**config.mk**
```make
export PLATFORM = sky130hd
export DESIGN_NAME = csr_trap_unit
export DESIGN_NICKNAME = d
export VERILOG_FILES = /design/src/rtl/csr_trap_unit.sv
export SDC_FILE = /design/constraint.sdc
export NUM_CORES = 1
export LEC_CHECK = 0
export CAP_MARGIN = 10
export CORE_ASPECT_RATIO = 1.2
export CORE_MARGIN = 8
export CORE_UTILIZATION = 35
export CTS_CLUSTER_DIAMETER = 40
export DETAILED_ROUTE_END_ITERATION = 12
export PLACE_DENSITY_LB_ADDON = 0.25
export SLEW_MARGIN = 0
export SYNTH_ARGS = -nofsm -noshare
export SYNTH_HDL_FRONTEND = slang
export SYNTH_SLANG_ARGS = --single-unit
```
**constraint.sdc**
```tcl
create_clock -name clk -period 11.6 [get_ports clk]
set_input_delay 1.74 -clock clk [delete_from_list [all_inputs] [get_ports clk]]
set_output_delay 1.74 -clock clk [all_outputs]
set_load 0.1 [all_outputs]
```
**src/rtl/csr_trap_unit.sv**
```systemverilog
// Machine-mode CSR file and trap sequencer.
// Executes csrrw/csrrs, ecall, mret, ebreak and illegal-instruction traps,
// and issues a one-cycle redirect to fetch while holding issue.
module csr_trap_unit #(
    parameter int unsigned     XLEN        = 64,
    parameter logic [XLEN-1:0] RST_MSTATUS = 64'h0000_000a_0000_1800
) (
    input  logic            clk,
    input  logic            rst,
    input  logic            valid_i,
    input  logic [31:0]     inst_i,
    input  logic [XLEN-1:0] pc_i,
    input  logic            unknown_i,
    input  logic [XLEN-1:0] rs1_val_i,
    output logic [XLEN-1:0] csr_rdata_o,
    output logic            redirect_o,
    output logic [XLEN-1:0] redirect_pc_o,
    output logic            busy_o,
    output logic            halt_o,
    output logic [XLEN-1:0] mstatus_o,
    output logic [XLEN-1:0] mtvec_o,
    output logic [XLEN-1:0] mepc_o,
    output logic [XLEN-1:0] mcause_o
);

    localparam logic [6:0]  OPC_SYSTEM  = 7'b111_0011;
    localparam logic [31:0] INST_ECALL  = 32'h0000_0073;
    localparam logic [31:0] INST_EBREAK = 32'h0010_0073;
    localparam logic [31:0] INST_MRET   = 32'h3020_0073;

    localparam logic [11:0] CSR_MSTATUS = 12'h300;
    localparam logic [11:0] CSR_MTVEC   = 12'h305;
    localparam logic [11:0] CSR_MEPC    = 12'h341;
    localparam logic [11:0] CSR_MCAUSE  = 12'h342;

    localparam int unsigned MIE_BIT  = 3;
    localparam int unsigned MPIE_BIT = 7;

    localparam logic [XLEN-1:0] CAUSE_ILLEGAL = XLEN'(2);
    localparam logic [XLEN-1:0] CAUSE_ECALL   = XLEN'(11);

    typedef enum logic {
        ST_IDLE,
        ST_REDIR
    } state_t;

    state_t r_state;
    state_t w_state_nxt;

    logic [XLEN-1:0] r_mstatus;
    logic [XLEN-1:0] r_mtvec;
    logic [XLEN-1:0] r_mepc;
    logic [XLEN-1:0] r_mcause;
    logic [XLEN-1:0] r_redir_pc;
    logic            r_halt;

    logic            w_active;
    logic            w_sys;
    logic            w_illegal;
    logic            w_csrrw;
    logic            w_csrrs;
    logic            w_ecall;
    logic            w_ebreak;
    logic            w_mret;
    logic            w_trap;
    logic            w_event;
    logic [11:0]     w_csr_addr;
    logic [XLEN-1:0] w_csr_rd;
    logic            w_csr_we;
    logic [XLEN-1:0] w_csr_wdata;
    logic [XLEN-1:0] w_mstatus_trap;
    logic [XLEN-1:0] w_mstatus_mret;
    logic            w_redirect;

    // Instruction decode; everything is qualified by an idle sequencer.
    assign w_active   = valid_i & (r_state == ST_IDLE);
    assign w_sys      = ~unknown_i & (inst_i[6:0] == OPC_SYSTEM);
    assign w_illegal  = w_active & unknown_i;
    assign w_csrrw    = w_active & w_sys & (inst_i[14:12] == 3'd1);
    assign w_csrrs    = w_active & w_sys & (inst_i[14:12] == 3'd2);
    assign w_ecall    = w_active & ~unknown_i & (inst_i == INST_ECALL);
    assign w_ebreak   = w_active & ~unknown_i & (inst_i == INST_EBREAK);
    assign w_mret     = w_active & ~unknown_i & (inst_i == INST_MRET);
    assign w_trap     = w_illegal | w_ecall;
    assign w_event    = w_trap | w_mret;
    assign w_csr_addr = inst_i[31:20];

    // CSR read mux; unmapped addresses read as zero.
    always_comb begin
        w_csr_rd = '0;
        case (w_csr_addr)
            CSR_MSTATUS: w_csr_rd = r_mstatus;
            CSR_MTVEC:   w_csr_rd = r_mtvec;
            CSR_MEPC:    w_csr_rd = r_mepc;
            CSR_MCAUSE:  w_csr_rd = r_mcause;
            default:     w_csr_rd = '0;
        endcase
    end

    // csrrs with rs1 field x0 is a pure read and must not write.
    assign w_csr_we    = w_csrrw | (w_csrrs & (inst_i[19:15] != 5'd0));
    assign w_csr_wdata = w_csrrw ? rs1_val_i : (w_csr_rd | rs1_val_i);

    // mstatus images for trap entry and mret.
    always_comb begin
        w_mstatus_trap           = r_mstatus;
        w_mstatus_trap[MPIE_BIT] = r_mstatus[MIE_BIT];
        w_mstatus_trap[MIE_BIT]  = 1'b0;
        w_mstatus_trap[12:11]    = 2'b11;
        w_mstatus_mret           = r_mstatus;
        w_mstatus_mret[MIE_BIT]  = r_mstatus[MPIE_BIT];
        w_mstatus_mret[MPIE_BIT] = 1'b1;
        w_mstatus_mret[12:11]    = 2'b00;
    end

    // CSR file updates from CSR instructions, traps and mret.
    always_ff @(posedge clk or posedge rst) begin
        if (rst) begin
            r_mstatus <= RST_MSTATUS;
            r_mtvec   <= '0;
            r_mepc    <= '0;
            r_mcause  <= '0;
        end else begin
            if (w_csr_we) begin
                case (w_csr_addr)
                    CSR_MSTATUS: r_mstatus <= w_csr_wdata;
                    CSR_MTVEC:   r_mtvec   <= w_csr_wdata;
                    CSR_MEPC:    r_mepc    <= w_csr_wdata;
                    CSR_MCAUSE:  r_mcause  <= w_csr_wdata;
                    default:     ;
                endcase
            end
            if (w_trap) begin
                r_mepc    <= pc_i;
                r_mcause  <= w_illegal ? CAUSE_ILLEGAL : CAUSE_ECALL;
                r_mstatus <= w_mstatus_trap;
            end
            if (w_mret) begin
                r_mstatus <= w_mstatus_mret;
            end
        end
    end

    // Redirect target captured at decode so later CSR writes cannot move it.
    always_ff @(posedge clk or posedge rst) begin
        if (rst) begin
            r_redir_pc <= '0;
        end else if (w_trap) begin
            r_redir_pc <= {r_mtvec[XLEN-1:2], 2'b00};
        end else if (w_mret) begin
            r_redir_pc <= r_mepc;
        end
    end

    // Sticky halt flag set by ebreak.
    always_ff @(posedge clk or posedge rst) begin
        if (rst) begin
            r_halt <= 1'b0;
        end else if (w_ebreak) begin
            r_halt <= 1'b1;
        end
    end

    // Sequencer state register.
    always_ff @(posedge clk or posedge rst) begin
        if (rst) begin
            r_state <= ST_IDLE;
        end else begin
            r_state <= w_state_nxt;
        end
    end

    // Sequencer next state and redirect strobe.
    always_comb begin
        w_state_nxt = r_state;
        w_redirect  = 1'b0;
        case (r_state)
            ST_IDLE: begin
                if (w_event) begin
                    w_state_nxt = ST_REDIR;
                end
            end
            ST_REDIR: begin
                w_redirect  = 1'b1;
                w_state_nxt = ST_IDLE;
            end
            default: w_state_nxt = ST_IDLE;
        endcase
    end

    assign csr_rdata_o   = w_csr_rd;
    assign redirect_o    = w_redirect;
    assign busy_o        = w_redirect;
    assign redirect_pc_o = r_redir_pc;
    assign halt_o        = r_halt;
    assign mstatus_o     = r_mstatus;
    assign mtvec_o       = r_mtvec;
    assign mepc_o        = r_mepc;
    assign mcause_o      = r_mcause;

endmodule

```
### Word level (Yosys, flattened, before mapping)

Index checks and enable logic that the tools add are counted.

| word-level totals | value |
|---|---|
| flip-flop bits (word level) | 322 |
| bits in latches | 0 |
| memory bits (writable) | 0 |
| memory bits (read-only) | 0 |
| input port bits | 164 |
| output and inout port bits | 387 |
| logic and storage cells | 67 |
| memories | 0 |

| cells by class | value |
|---|---|
| add/subtract/negate cells | 0 |
| multipliers | 0 |
| divide/modulo/power cells | 0 |
| order comparisons | 0 |
| equal/unequal tests | 10 |
| shift operators | 0 |
| mux-type cells | 18 |
| bitwise logic cells | 19 |
| reductions and logical operators | 12 |

Operators with widths:

| cell | count |
|---|---|
| $mux 64 | 9 |
| $pmux 64 s4 | 1 |
| $or 64x64->64 | 1 |
| $mux 13 | 4 |
| $eq 12x10->1 const B | 4 |
| $eq 32x21->1 const B | 1 |
| $eq 32x30->1 const B | 1 |
| $eq 32x7->1 const B | 1 |
| $and 1x1->1 | 11 |
| $reduce_and 2->1 | 4 |
| $reduce_bool 2->1 | 4 |
| $eq 7x7->1 const B | 1 |
| $reduce_bool 3->1 | 2 |
| $reduce_bool 5->1 | 1 |
| $mux 4 | 1 |
| $not 1->1 | 4 |
| $reduce_and 4->1 | 1 |
| $eq 3x1->1 const B | 1 |
| $eq 3x2->1 const B | 1 |
| $or 1x1->1 | 3 |
| $mux 1 | 2 |
| $pmux 1 s2 | 1 |

### Longest topological paths before layout

Gate-level depths: netlist of run 1.

| logic depth | value |
|---|---|
| depth in word-level cells | 9 |
| gate-level depth with buffers | 9 |
| depth with buffers taken out | 5 |

### Worst setup path before layout of run 1

No wires, ideal clock.

| path | value |
|---|---|
| kind | input -> output |
| start | input port inst_i[22] |
| end | output port csr_rdata_o[39] |
| arrival time | 4328 ps |
| required time | 9860 ps |
| path slack | 5532 ps |
| stages | 7 |
| path buffers | 3 |
| path through | clkbuf_1 and2_1 clkbuf_1 clkbuf_1 a22oi_1 o22ai_1 nor2b_1 |

| on the way | value |
|---|---|
| word-level cells in the longest chain between the ends | 2 |
| elaborated cells on any way between the ends | 5 |
| those cells by class | 4 x eq/ne; 1 x mux |

Ends and longest elaborated chain:

| element | line | RTL |
|---|---|---|
| start: declaration | 11 | `input logic [31:0] inst_i,` |
| $eq 12x10->1 | 91 | `case (w_csr_addr)` |
| $pmux 64 s4 * | 91 |  |
| end: declaration | 15 | `output logic [XLEN-1:0] csr_rdata_o,` |

Mark *: on every way between the ends. The rest lies on a longest branch, timed or not.

### Final worst setup path of run 1

| path | value |
|---|---|
| start | input port inst_i[20] |
| end | output port csr_rdata_o[46] |

Same word-level chain as after synthesis.

==> out/qor.csv, run 1 <==
metric,value,unit
outcome,finished clean,
endpoint,csr_rdata_o[46],
cpMostUsedCell,clkdlybuf4s50_1,
worstReg2RegStart,r_state,
worst-setup-path-type,input pin to primary output,
row_count,86,
final_core_util,51.8,%
hp-class,flip-flop to flip-flop,
drc,0,
finalCritPeriodShare,66.2,%
rsz0062_at_grt,false,
dp_hpwl,50400,um
yosys_most_used_dff,dfrtp_1,
cp_slowest_cell,clkdlybuf4s50_1,
initial_core_util,35.5,%
startpoint,inst_i[20],
synth-seq-cells,322,
cts_max_path_buffers,3,
syn_nets,1832,
worst_path_largest_cell_delay,1.18,ns
gr-total-overflow,0,
drive_gt1_share,6.73,%
cts_inserted_buffers,46,
h-tree-depth,2,
clk_latency,0.56,ns
crit_required,9.86,ns
worstHoldStart,mstatus_o[35],
holdBufCountCts,0,
slew_viol_final,0,
clock-sinks,322,
die-area,0.0539,mm^2
syn_to_final_growth,46.1,%
num-nets-final,2281,
ys_seq_area_share,49.4,%
avgSynthCellArea,9.79,um^2
regToRegSetupSlack,7.66,ns
drt-initial-drc-count,1553,
vias,16700,
p_seq_share,36.6,%
antenna_found_initial,7,
ant_nets,0,
internal_power,2.27,mW
die_y,253,um
grt_max_degree,129,
start_kind,input pin,
combPwrFrac,17.0,%
powerDensity,138,mW/mm^2
r2r_end,mstatus_o[52],
synth.distinct_cells,47,
die_x,213,um
synth_top_area_share,48.7,%
cts_setup_buffers,0,
io_buffers,550,
maxCapViolations,0,
grt_first_pass_wirelength,112000,um
synth_area_leader_cell,dfrtp_1,
clk_pin_slew,0.06,ns
first_pass_iters,6,
peakVddDrop,0.000101,V
fmax,130,MHz
finalHoldViolations,0,
p_leak,9.53,nW
grt_pass1_vias,17000,
worstPathMaxFanout,44,
maxSlewHeadroom,16.9,%
crit_path_end_kind,primary output,
routed_wl,76200,um
cts_tree,built,
ioPinCount,551,
coreArea,0.0461,mm^2
sw_frac_of_total,30.9,%
cts_resized,0,
synth_cells,1668,
synthArstFlopShare,100,%
wl_per_cell,27.5,um
worstPathCellList,"clkdlybuf4s50_1, nor2b_4, buf_4, a22oi_1, o22ai_1, nor2b_1, clkdlybuf4s50_1",
cts_root_buffer,clkbuf_16,
fin_tns_setup,0,ns
switchingPower,1.01,mW
final-setup-viol-count,0,
period_needed,7.67,ns
grt_usage,27.0,%
syn-cell-area,0.0163,mm^2
p_clk_share,46.4,%
vias_per_cell,6.03,
reg2reg_depth,7,
gp_congestion,0.846,
synth-edff-count,0,
clock_skew,0.0161,ns
synthTopCellsByArea,"dfrtp_1, mux2i_1, o21ai_0, a22oi_1, clkbuf_1",
yosysWarnings,0,
worst_pin_slew,1.24,ns
arrival,5.93,ns
## state kept, by name, summed over array words and instances, names as in the netlist
register / cells
redirect_pc_o: 64
mtvec_o: 64
r_state: 1
halt_o: 1
mstatus_o: 64
mcause_o: 64
mepc_o: 64
## worst max-delay path, delay by kind of cell
kind	cells	cell delay (ns)
and+or+nand+nor	2	1.00
buffers and inverters	3	2.68
AOI/OAI and AO/OA	2	0.44
## logic make-up (layout without fill, tap and decap cells)
group,after synthesis,in the layout,synth area share (%)
xor+xnor,1,1,0.0536
buf+inv,180,665,4.60
flops,322,322,49.4
other cells,0,7,0
simple gates,329,329,10.3
compound gates,710,710,28.0
mux,126,126,7.72
## cell type report
type | count | area (um^2)
fill | 4234 | 22200
sequential | 322 | 8060
multi-input combinational | 1166 | 7600
timing repair buffer | 577 | 5710
clock buffer | 59 | 1340
tap | 616 | 771
clock inverter | 25 | 337
inverter | 4 | 22.5
antenna | 7 | 17.5
## metal layers
metal	global-route usage (%)	part of all wire [%]
met3	5.95	9.1
met2	45.6	49
met5	0	0.017
met4	11.8	4.0
met1	32.8	38
## layout by cell type (no fill, tap or decap), drive strengths merged, types with 10 or more instances in the layout
master and instances:
dfrtp 318, a211oi 65, a22oi 124, buf 27, o21ai 260, o211ai 63
nand3 66, nand2 130, a21oi 64, o22ai 63, nor2 18, o31ai 10
inv 13, o2bb2ai 58, mux2i 126, nor2b 65, clkbuf 59, clkdlybuf4s50 550
## Yosys cell counts (all sizes together) (4+ instances only)
| library cell | number |
|---|---|
| clkbuf | 133 |
| and3b | 5 |
| nand2b | 4 |
| inv | 4 |
| a211oi | 65 |
| nand3 | 66 |
| dfrtp | 318 |
| buf | 43 |
| o22ai | 63 |
| a21oi | 64 |
| o2bb2ai | 58 |
| dfstp | 4 |
| o21ai | 260 |
| nand2 | 130 |
| nor2 | 18 |
| mux2i | 126 |
| nor3 | 5 |
| o211ai | 63 |
| or4 | 7 |
| a22oi | 124 |
| o31ai | 10 |
| nor4 | 7 |
| nor2b | 65 |
## per-stage QoR
step                instance area [um^2]  setup slack [ns]  hold slack [ns]  std cells  power (mW)
global placement                   22200              4.06            0.477       2685        1.77
floorplan                          16300             0.954            0.705       1668        1.58
CTS                                23800              3.98            0.492       2769        3.30
global route                       23900              3.78            0.507       2774        3.37
detailed placement                 22200              3.99            0.484       2685        1.78
finish                             23900              3.93            0.489       2776        3.28
## power by group through the flow
| stage | clock network (mW) | registers [mW] | logic [mW] |
|---|---|---|---|
| 2_1_floorplan | 0 | 1.46 | 0.119 |
| 3_3_place_gp | 0 | 1.22 | 0.555 |
| 3_5_place_dp | 0 | 1.22 | 0.559 |
| 4_1_cts | 1.54 | 1.20 | 0.561 |
| 5_1_grt | 1.59 | 1.21 | 0.579 |
| 6_report | 1.52 | 1.20 | 0.559 |
## how the worst min path moves through the flow
stage	slack, ns	endpoint	depth (start not counted)
finish	0.49	mstatus_o[35]	2
global route	0.51	mstatus_o[35]	2
CTS	0.49	mstatus_o[35]	2
detailed placement	0.48	mstatus_o[35]	2
global placement	0.48	mstatus_o[35]	2
floorplan	0.70	mstatus_o[33]	2
(Power assumes the default switching activity.)
==> inputs of run 2 (changes only) <==
Clock period 11.6 ns to 7.46 ns, I/O delays scaled along.
==> run 2 against run 1 <==
Effect of this change: first-iteration DRC count decreased by 21%; sequential share of layout area down 0.12 points; total power is 57% higher; clock skew down 0.0070 ns; critical path type unchanged; critical path depth unchanged; count of clock-buffer cells in the layout is 3 lower; core utilization grew 0.18 points; clock power rose by 59%; non-clock buffer count is the same; cell area rose by 0.36%.
==> out/qor.csv, run 2 (synthesis gave the netlist of run 1 again) <==
metric,value,unit,change
whs_path_depth,2,,unchanged
start_kind,input pin,,unchanged
grt_max_degree,158,,was 129
outcome,finished clean,,unchanged
final_core_util,52.0,%,was 51.8%
h-tree-depth,2,,unchanged
hp-class,flip-flop to flip-flop,,unchanged
dp_slack,1.41,ns,was 3.99 ns
antenna_found_initial,11,,was 7
final_cell_mix,"clkdlybuf4s50_1, dfrtp_1, o21ai_0",,unchanged
drt-initial-drc-count,1232,,was 1553
maxCapViolations,0,,unchanged
first_pass_iters,6,,unchanged
reg2reg_depth,6,,was 7
grt_usage,26.4,%,was 27.0%
routed_wl,74700,um,was 76200 um
wl_per_cell,26.9,um,was 27.5 um
syn_to_final_growth,46.6,%,was 46.1%
min_delay_worst_endpoint,mstatus_o[33],,was mstatus_o[35]
powerDensity,216,mW/mm^2,was 138 mW/mm^2
gp_congestion,0.882,,was 0.846
power,5.16,mW,was 3.28 mW
die_y,253,um,unchanged
final_cell_area,0.0239,mm^2,about the same
period_needed,6.18,ns,
cts_root_buffer,clkbuf_16,,unchanged
worst_pin_slew,1.12,ns,was 1.24 ns
startpoint,inst_i[20],,unchanged
grt_first_pass_wirelength,110000,um,was 112000 um
rsz0062_at_grt,false,,unchanged
dpl_cell_area,0.0222,mm^2,about the same
cts_setup_buffers,0,,unchanged
final-setup-viol-count,0,,unchanged
grt_pass1_vias,16800,,was 17000
worstPathMaxFanout,36,,was 44
dp_hpwl,49500,um,was 50400 um
finalCritPeriodShare,82.9,%,
arrival,5.06,ns,was 5.93 ns
cts_inserted_buffers,48,,was 46
clock-sinks,322,,unchanged
p_leak,9.57,nW,was 9.53 nW
crit_path_end_kind,primary output,,unchanged
worstPathCellList,"clkdlybuf4s50_1, nor2b_4, buf_4, a22oi_1, o22ai_1, nor2b_1, clkdlybuf4s50_1",,unchanged
crit_required,6.34,ns,was 9.86 ns
r2r_end,redirect_pc_o[18],,was mstatus_o[52]
ant_nets,0,,unchanged
peakVddDrop,0.000154,V,was 0.000101 V
final_common_cell,clkdlybuf4s50_1,,unchanged
die_x,213,um,unchanged
cp_slowest_cell,clkdlybuf4s50_1,,unchanged
worst_path_largest_cell_delay,1.19,ns,was 1.18 ns
cts_resized,0,,unchanged
drc,0,,unchanged
drive_gt1_share,6.82,%,was 6.73%
fmax,162,MHz,
slew_viol_final,0,,unchanged
vias,16600,,was 16700
regToRegSetupSlack,3.67,ns,was 7.66 ns
row_count,86,,unchanged
cts_tree,built,,unchanged
clk_pin_slew,0.05,ns,was 0.06 ns
maxSlewHeadroom,25.1,%,was 16.9%
ioPinCount,551,,unchanged
coreArea,0.0461,mm^2,unchanged
cts_max_path_buffers,3,,unchanged
cpMostUsedCell,clkdlybuf4s50_1,,unchanged
initial_core_util,35.5,%,unchanged
io_buffers,550,,unchanged
holdWs,0.502,ns,was 0.489 ns
fin_tns_setup,0,ns,unchanged
setup_slack,1.28,ns,was 3.93 ns
worst-setup-path-type,input pin to primary output,,unchanged
clock_skew,0.00912,ns,was 0.0161 ns
vias_per_cell,5.96,,was 6.03
holdBufCountCts,0,,unchanged
finalHoldViolations,0,,unchanged
dp.cells,2685,,unchanged
worstReg2RegStart,r_state,,unchanged
num-nets-final,2283,,was 2281
gr-total-overflow,0,,unchanged
die-area,0.0539,mm^2,unchanged
clk_latency,0.57,ns,was 0.56 ns
final_cells,2779,,was 2776
worstHoldStart,mstatus_o[33],,was mstatus_o[35]
## run 2: cell types whose count changed in the layout (fill, tap and decap cells not counted), moves of 3 or more
cell      delta
buf_12       +5
buf_4        -5
clkbuf_8     -5
inv_6        +5
clkinv_2     +3
inv_8        -3
## run 2: per-layer routing
| layer | global-route usage (%) | part of all wire (%) | vias up |
|---|---|---|---|
| li1 | - | - | 7205 |
| met1 | 30.8 | 38 | 8208 |
| met2 | 45.5 | 49 | 932 |
| met3 | 6.15 | 8.6 | 201 |
| met4 | 12.1 | 4.2 | 10 |
| met5 | 0 | 0.094 | - |
## run 2: area by class of cell
class	instances	area, um^2
antenna	6	15.0
multi-input combinational	1166	7600
clock buffer	56	1280
timing repair buffer	577	5770
fill	4204	22100
tap	616	771
sequential	322	8060
clock inverter	32	427
inverter	4	18.8
## run 2: worst max-delay path by stage
stage                           end  slack (ns)  depth (start not counted)
finish              csr_rdata_o[30]        1.28                          7
CTS                 csr_rdata_o[30]        1.38                          7
detailed placement  csr_rdata_o[30]        1.41                          7
global route         csr_rdata_o[6]        1.18                          7
floorplan                    halt_o        2.05                          1
global placement    csr_rdata_o[30]        1.49                          7
## run 2: report_power, final
part / leakage [nW] / switching, mW / internal [mW] / total, mW
clock network: 0.835 / 0.893 / 1.53 / 2.42
registers: 4.38 / 0.0715 / 1.80 / 1.87
logic: 4.35 / 0.632 / 0.237 / 0.869
total: 9.57 / 1.60 / 3.57 / 5.16
## run 2: worst max-delay path, delay by kind of cell
family          cells  cell delay [ns]
buf+inv             3             2.61
simple gates        2             0.90
compound gates      2             0.41
